**config.mk**
```make
export PLATFORM = sky130hd
export DESIGN_NAME = chipkill_scrub_ctrl
export DESIGN_NICKNAME = d
export VERILOG_FILES = /design/src/rtl/chipkill_scrub_ctrl.sv
export SDC_FILE = /design/constraint.sdc
export NUM_CORES = 1
export LEC_CHECK = 0
export CORE_AREA = 2 2 184 186
export DETAILED_ROUTE_END_ITERATION = 8
export DIE_AREA = 0 0 186 188
export HOLD_SLACK_MARGIN = 0.02
export PLACE_DENSITY = 0.82
export SLEW_MARGIN = 20
export SYNTH_ARGS = -nofsm -noshare
export SYNTH_HDL_FRONTEND = slang
export SYNTH_SLANG_ARGS = --single-unit
```
**constraint.sdc**
```tcl
create_clock -name clk -period 2.1 [get_ports clk]
set_input_delay 0.315 -clock clk [delete_from_list [all_inputs] [get_ports clk]]
set_output_delay 0.315 -clock clk [all_outputs]
set_load 0.03 [all_outputs]
```
**src/rtl/chipkill_scrub_ctrl.sv**
```systemverilog
// Patrol-scrub sequencer for the rank-level (10,8) RS chipkill decoder: walks every line,
// routes each codeword through the external decoder, writes back CEs and keeps chip statistics.
module chipkill_scrub_ctrl #(
  parameter int unsigned ADDR_W    = 16,
  parameter int unsigned NUM_LINES = 65536,
  parameter int unsigned INT_W     = 16,
  parameter int unsigned CNT_W     = 8,
  parameter int unsigned FAIL_TH   = 16
) (
  input  logic                  clk,
  input  logic                  rst_n,
  input  logic                  scrub_en,
  input  logic [INT_W-1:0]      interval,
  output logic                  rd_req_valid,
  input  logic                  rd_req_ready,
  output logic [ADDR_W-1:0]     rd_addr,
  input  logic                  rd_rsp_valid,
  input  logic [79:0]           rd_rsp_codeword,
  output logic [79:0]           dec_codeword,
  input  logic [1:0]            dec_result,
  input  logic [3:0]            dec_loc,
  input  logic [63:0]           dec_data,
  output logic                  wr_req_valid,
  input  logic                  wr_req_ready,
  output logic [ADDR_W-1:0]     wr_addr,
  output logic [63:0]           wr_data,
  output logic [10*CNT_W-1:0]   ce_cnt,
  output logic [CNT_W-1:0]      due_cnt,
  output logic [9:0]            chip_fail,
  output logic [ADDR_W-1:0]     last_due_addr,
  output logic                  last_due_valid,
  output logic                  pass_done,
  output logic                  busy
);

  typedef enum logic [2:0] {
    IDLE, GAP, RD_REQ, RD_WAIT, DECODE, WR_REQ, NEXT
  } state_t;

  localparam logic [ADDR_W-1:0] LAST_ADDR = ADDR_W'(NUM_LINES - 1);

  state_t              state, state_nxt;
  logic [INT_W-1:0]    timer;
  logic [ADDR_W-1:0]   line_addr;
  logic [CNT_W-1:0]    ce_arr [10];
  logic                dec_is_ce;
  logic                dec_is_due;

  function automatic logic [CNT_W-1:0] sat_inc(input logic [CNT_W-1:0] v);
    return (&v) ? v : v + CNT_W'(1);
  endfunction

  // A CE pointing outside the ten symbols cannot be trusted, so it is treated as a DUE.
  assign dec_is_ce  = (dec_result == 2'b01) && (dec_loc <= 4'd9);
  assign dec_is_due = !dec_is_ce && (dec_result != 2'b00);

  always_ff @(posedge clk or negedge rst_n) begin
    if (!rst_n) state <= IDLE;
    else        state <= state_nxt;
  end

  always_comb begin
    state_nxt = state;
    case (state)
      IDLE:    if (scrub_en)     state_nxt = GAP;
      GAP:     if (timer == '0)  state_nxt = RD_REQ;
      RD_REQ:  if (rd_req_ready) state_nxt = RD_WAIT;
      RD_WAIT: if (rd_rsp_valid) state_nxt = DECODE;
      DECODE:  state_nxt = dec_is_ce ? WR_REQ : NEXT;
      WR_REQ:  if (wr_req_ready) state_nxt = NEXT;
      NEXT:    state_nxt = scrub_en ? GAP : IDLE;
      default: state_nxt = IDLE;
    endcase
  end

  always_comb begin
    rd_req_valid = (state == RD_REQ);
    wr_req_valid = (state == WR_REQ);
    busy         = (state != IDLE);
    pass_done    = (state == NEXT) && (line_addr == LAST_ADDR);
  end

  assign rd_addr = line_addr;

  // Capture stage: codeword into the decoder, decoder verdict into statistics and writeback.
  always_ff @(posedge clk or negedge rst_n) begin
    if (!rst_n) begin
      timer          <= '0;
      line_addr      <= '0;
      dec_codeword   <= '0;
      wr_addr        <= '0;
      wr_data        <= '0;
      due_cnt        <= '0;
      last_due_addr  <= '0;
      last_due_valid <= 1'b0;
      for (int i = 0; i < 10; i++) ce_arr[i] <= '0;
    end else begin
      case (state)
        IDLE:    if (scrub_en) timer <= interval;
        GAP:     if (timer != '0) timer <= timer - INT_W'(1);
        RD_WAIT: if (rd_rsp_valid) dec_codeword <= rd_rsp_codeword;
        DECODE: begin
          if (dec_is_ce) begin
            for (int i = 0; i < 10; i++)
              if (dec_loc == 4'(i)) ce_arr[i] <= sat_inc(ce_arr[i]);
            wr_addr <= line_addr;
            wr_data <= dec_data;
          end else if (dec_is_due) begin
            due_cnt        <= sat_inc(due_cnt);
            last_due_addr  <= line_addr;
            last_due_valid <= 1'b1;
          end
        end
        NEXT: begin
          line_addr <= (line_addr == LAST_ADDR) ? '0 : line_addr + ADDR_W'(1);
          if (scrub_en) timer <= interval;
        end
        default: ;
      endcase
    end
  end

  for (genvar g = 0; g < 10; g++) begin : g_chip
    assign ce_cnt[g*CNT_W +: CNT_W] = ce_arr[g];
    assign chip_fail[g]             = 32'(ce_arr[g]) >= FAIL_TH;
  end

endmodule

```
Yosys cells after proc, flatten, opt, wreduce, memory -nomap -nowiden
Cells that the tools add are included.

$add $sub $neg: 13. Magnitude comparators: 11. Equal/unequal tests: 24. Mux-type cells: 12. Bitwise logic cells: 12. Reduce and logical (&&, ||, !) cells: 39.

Operators by type and width (number): $add 8x1->8 const B (11); $reduce_and 8->1 (11); $ge 8x5->1 const B (10); $mux 16 (3); $reduce_and 4->1 (11); $pmux 16 s2 (1); $pmux 3 s7 (1); $add 16x1->16 const B (1); $eq 16x16->1 const B (1); $eq 4x3->1 const B (4); $logic_not 16->1 (1); $reduce_bool 16->1 (1); $sub 16x1->16 const B (1); $mux 3 (5); $not 1->1 (12); $eq 3x3->1 const B (3); $eq 4x2->1 const B (2); $eq 4x4->1 const B (2); $ne 2x2->1 const B (4); $eq 3x2->1 const B (2); $ne 2x1->1 const B (3); $reduce_and 3->1 (2); $reduce_and 5->1 (1); $eq 4x1->1 const B (1); other kinds (13) (17).

Bits in registers: 300. Output and inout port bits: 295. Word-level logic and storage cells: 130.

Longest topological paths before layout
Word-level depth: 5. Mapped depth: 7.

Worst setup path before layout
No wires, ideal clock.

Path type: register to output. Start: register line_addr[3] (netlist: rd_addr[3]). End: output port pass_done. Arrival time: 2.591 ns. Data required time: 1.785 ns. Slack: -0.806 ns. Cell stages (with the launch flop): 5. Path buffers: 1. Cells stage by stage: dfrtp_1 > nand4_1 > or3_1 > clkbuf_1 > nor4_1.

Longest elaborated chain between the ends: 2.

Ends and longest elaborated chain: start: declaration (RTL line 44) `logic [ADDR_W-1:0] line_addr;`; start signal: assignment (RTL line 115) `line_addr <= (line_addr == LAST_ADDR) ? '0 : line_addr + ADDR_W'(1);`; $eq 16x16->1 (RTL line 80) `pass_done = (state == NEXT) && (line_addr == LAST_ADDR);`; $logic_and 1x1->1 (RTL line 80); end: declaration (RTL line 32) `output logic pass_done,`.

Every way passes these cells.

Final worst setup path
Start: register line_addr[4] (netlist: rd_addr[4]). End: output port pass_done.

Same word-level chain as after synthesis.

==> impl_metrics.py <==
metrics = {
    "outcome": {
        "status": "finished, violations left",
        "violations": "setup timing",
    },
    "sta": {
        "rsz0062_at_grt": "true",
        "slew_violations": 0,
        "slew_headroom_pct": 56.95,
        "fin_worst_skew_ns": 0.01275,
        "fmax_mhz": 454.1,
        "timing.final.ws_setup_ns": -0.1021,
        "finalCritPeriodShare_pct": 104.9,
        "hold_viol": 0,
        "worst_pin_slew_ns": 0.6434,
        "fin_crit_ns": 2.202,
        "setup_violations": 3,
    },
    "logic_synthesis": {
        "ys_top_cells_by_area": "dfrtp_1, mux2_2, xor2_1",
        "yosys-top-cells-count": "dfrtp_1, mux2_2, xor2_1",
        "synth_top_area_cell": "dfrtp_1",
        "syn_nets": 1253,
        "yosysWarnings": 0,
        "synth_cell_types": 68,
        "yosysMostFrequentCell": "dfrtp_1",
        "synth_flop_cell": "dfrtp_1",
        "syn_avg_cell_area_sq_um": 12.68,
        "ys_seq_area_share_pct": 55.94,
        "synth_edf_count": 0,
        "syn_inst": 1058,
        "synth-seq-cells": 300,
        "synth_top_area_share_pct": 55.94,
        "synth.cell_area_sq_mm": 0.01342,
        "synthArstFlopShare_pct": 100.0,
    },
    "worst_setup_path": {
        "worstPathRequired_ns": 1.78,
        "worstPathArrival_ns": 1.89,
        "crit_path_max_fanout": 2,
        "cp-start-kind": "flip-flop",
        "cp-end-kind": "output port",
        "critPathKind": "flip-flop to output port",
    },
    "cts": {
        "clock-sinks": 300,
        "ctsRootBufferMaster": "clkbuf_16",
        "cts_tree": "done",
        "clockBufferDepth": 3,
        "h-tree-depth": 2,
        "clock_latency_ns": 0.51,
        "cts.clk_slew.worst_paths_ns": 0.06,
        "cts_buffers": 34,
    },
    "global_routing": {
        "grt_pass1_vias": 11736,
        "grt_max_degree": 80,
        "antenna_found_initial": 4,
        "grt-ovfl-total": 0,
        "track_usage_pct": 23.41,
        "grt_pass1_wl_mm": 64.41,
    },
    "placement": {
        "dp_hpwl_mm": 30.79,
        "io_buffers": 466,
        "pre_cts_slack_ns": -0.3117,
        "place_area_sq_mm": 0.01959,
        "gp_congestion": 0.8687,
    },
    "cells_and_area": {
        "fill_cells": 2507,
        "syn_to_final_growth_pct": 57.33,
        "design_area_sq_mm": 0.02111,
        "final_nets": 1859,
        "drive_above_1_share_pct": 27.25,
    },
    "route": {
        "routedWlPerCell_um": 19.42,
        "routed_wl_mm": 41.55,
        "drc": 0,
        "postRouteAntennaNets": 0,
        "vias": 11032,
        "drt_pre_antenna_iters": 6,
        "via_per_inst": 5.158,
        "drt_iter0_markers": 433,
    },
    "die": {
        "core_sq_mm": 0.03311,
        "dieArea_sq_mm": 0.03497,
        "rows": 67,
        "die_h_um": 188,
        "fp.dieW_um": 186,
        "ioPinCount": 467,
        "initial_utilization_pct": 40.53,
    },
    "power": {
        "p_per_area_mw_per_mm2": 1154,
        "vdd.ir_drop.worst_mv": 0.9561,
        "totalPowerFinal_w": 0.02436,
        "power.leakage_nw": 9.536,
    },
    "hold_path": {
        "hold_class": "primary input to async pin",
    },
    "job": {
        "maxCapViolCount": 0,
    },
}
## cells by family (layout without fill, tap and decap cells)
logic type / count (synthesis) / in the layout / share of synthesized area [%]
DFF: 300 / 300 / 55.94
and+or+nand+nor: 287 / 288 / 13.09
muxes: 190 / 190 / 15.91
AOI/OAI and AO/OA: 88 / 88 / 4.512
xor gates and xnor gates: 87 / 87 / 5.678
buffers and inverters: 83 / 712 / 2.732
adders and majority gates: 23 / 23 / 2.144
other: 0 / 3 / 0
## layout make-up
| type | instances | area (sq um) | share of cell area [%] |
|---|---|---|---|
| sequential | 300 | 7515 | 35.59 |
| timing repair buffer | 608 | 5908 | 27.98 |
| multi-input combinational | 676 | 5848 | 27.70 |
| clock buffer | 50 | 1025 | 4.853 |
| tap | 448 | 560.5 | 2.655 |
| inverter | 44 | 165.2 | 0.7822 |
| clock inverter | 10 | 85.08 | 0.4030 |
| antenna | 3 | 7.507 | 0.03556 |
## cell usage in the layout (no fill, tap or decap), drive strengths merged, types with 4 or more instances in the layout
cell type / Yosys / routed
nand3: 39 / 39
a311oi: 5 / 5
buf: 13 / 153
clkbuf: 26 / 51
clkinvlp: 0 / 4
nor2: 30 / 30
o311ai: 5 / 5
and4: 9 / 9
clkinv: 1 / 6
dfrtp: 300 / 300
or4: 16 / 17
nor4b: 7 / 7
xor2: 52 / 52
nand2b: 6 / 6
and3: 11 / 11
nand2: 45 / 45
clkdlybuf4s50: 0 / 444
ha: 23 / 23
nor2b: 7 / 7
o21ai: 23 / 23
o211ai: 4 / 4
a31oi: 7 / 7
inv: 43 / 43
or3: 7 / 7
xnor2: 35 / 35
mux2: 186 / 186
a21oi: 9 / 9
nand4: 21 / 21
nor4: 26 / 26
o22ai: 8 / 8
mux2i: 4 / 4
a211oi: 6 / 6
dlymetal6s2s: 0 / 7
nor3: 44 / 44
## flip-flops by register name, indices dropped and copies added, names as in the netlist
signal,flops
ce_cnt,80
state,3
wr_addr,16
timer,16
dec_codeword,80
wr_data,64
due_cnt,8
rd_addr,16
last_due_valid,1
last_due_addr,16
## per-layer routing
metal	global-route usage [%]	up-vias	wire, um
met5	0	-	13
met4	7.723	2	1418
li1	-	5033	-
met1	27.35	5516	15600
met3	7.244	84	3215
met2	40.62	397	21300
## metrics by stage
step	std cells	utilization [%]	hold WS, ns	TNS (ns)
floorplan	1058	-	0.01941	-0.05242
global placement	2063	59.17	0.1921	-30.01
detailed placement	2063	59.17	0.1920	-36.30
CTS	2132	62.91	0.2509	-0.3025
global route	2138	63.76	0.2670	-0.4817
finish	2139	63.76	0.2550	-0.1368
## critical path, stage by stage, from the launching register on
cell and delay, ns:
dfrtp_2 0.36, nand4_1 0.13, or3_4 0.37, nor4_4 0.35
buf_6 0.18
## power by group
part	internal (W)	total, W	leakage, nW	switching, W
clock network	0.00351	0.00589	0.536	0.00238
registers	0.00727	0.00825	3.84	0.000978
logic	0.00475	0.0102	5.16	0.00548
## repair_timing
| item | 4_1_cts | 5_1_grt |
|---|---|---|
| pin swaps | 4 | 20 |
| gates resized for setup | 66 | 69 |
| hold buffers | 1 | 0 |
| gates cloned | 0 | 2 |
| setup buffers | 8 | 2 |
| endpoints found under the hold margin | 135 | 0 |
| setup endpoints to repair | 38 | 52 |
## worst paths after layout
| kind | slack (ns) | cells past startpoint | endpoint | from |
|---|---|---|---|---|
| max | -0.10 | 4 | pass_done | rd_addr[4] |
| min | 0.26 | 2 | wr_data[10] | rst_n |
| max reg2reg | -0.03 | 5 | ce_cnt[41] | state[1] |
| min reg2reg | 0.47 | 1 | last_due_valid | last_due_valid |
| max in group asynchronous | 1.16 | 3 | wr_data[15] | rst_n |
| min in group clk | 0.41 | 3 | timer[11] | interval[11] |
Note: power is estimated with default switching activity, not from simulation.
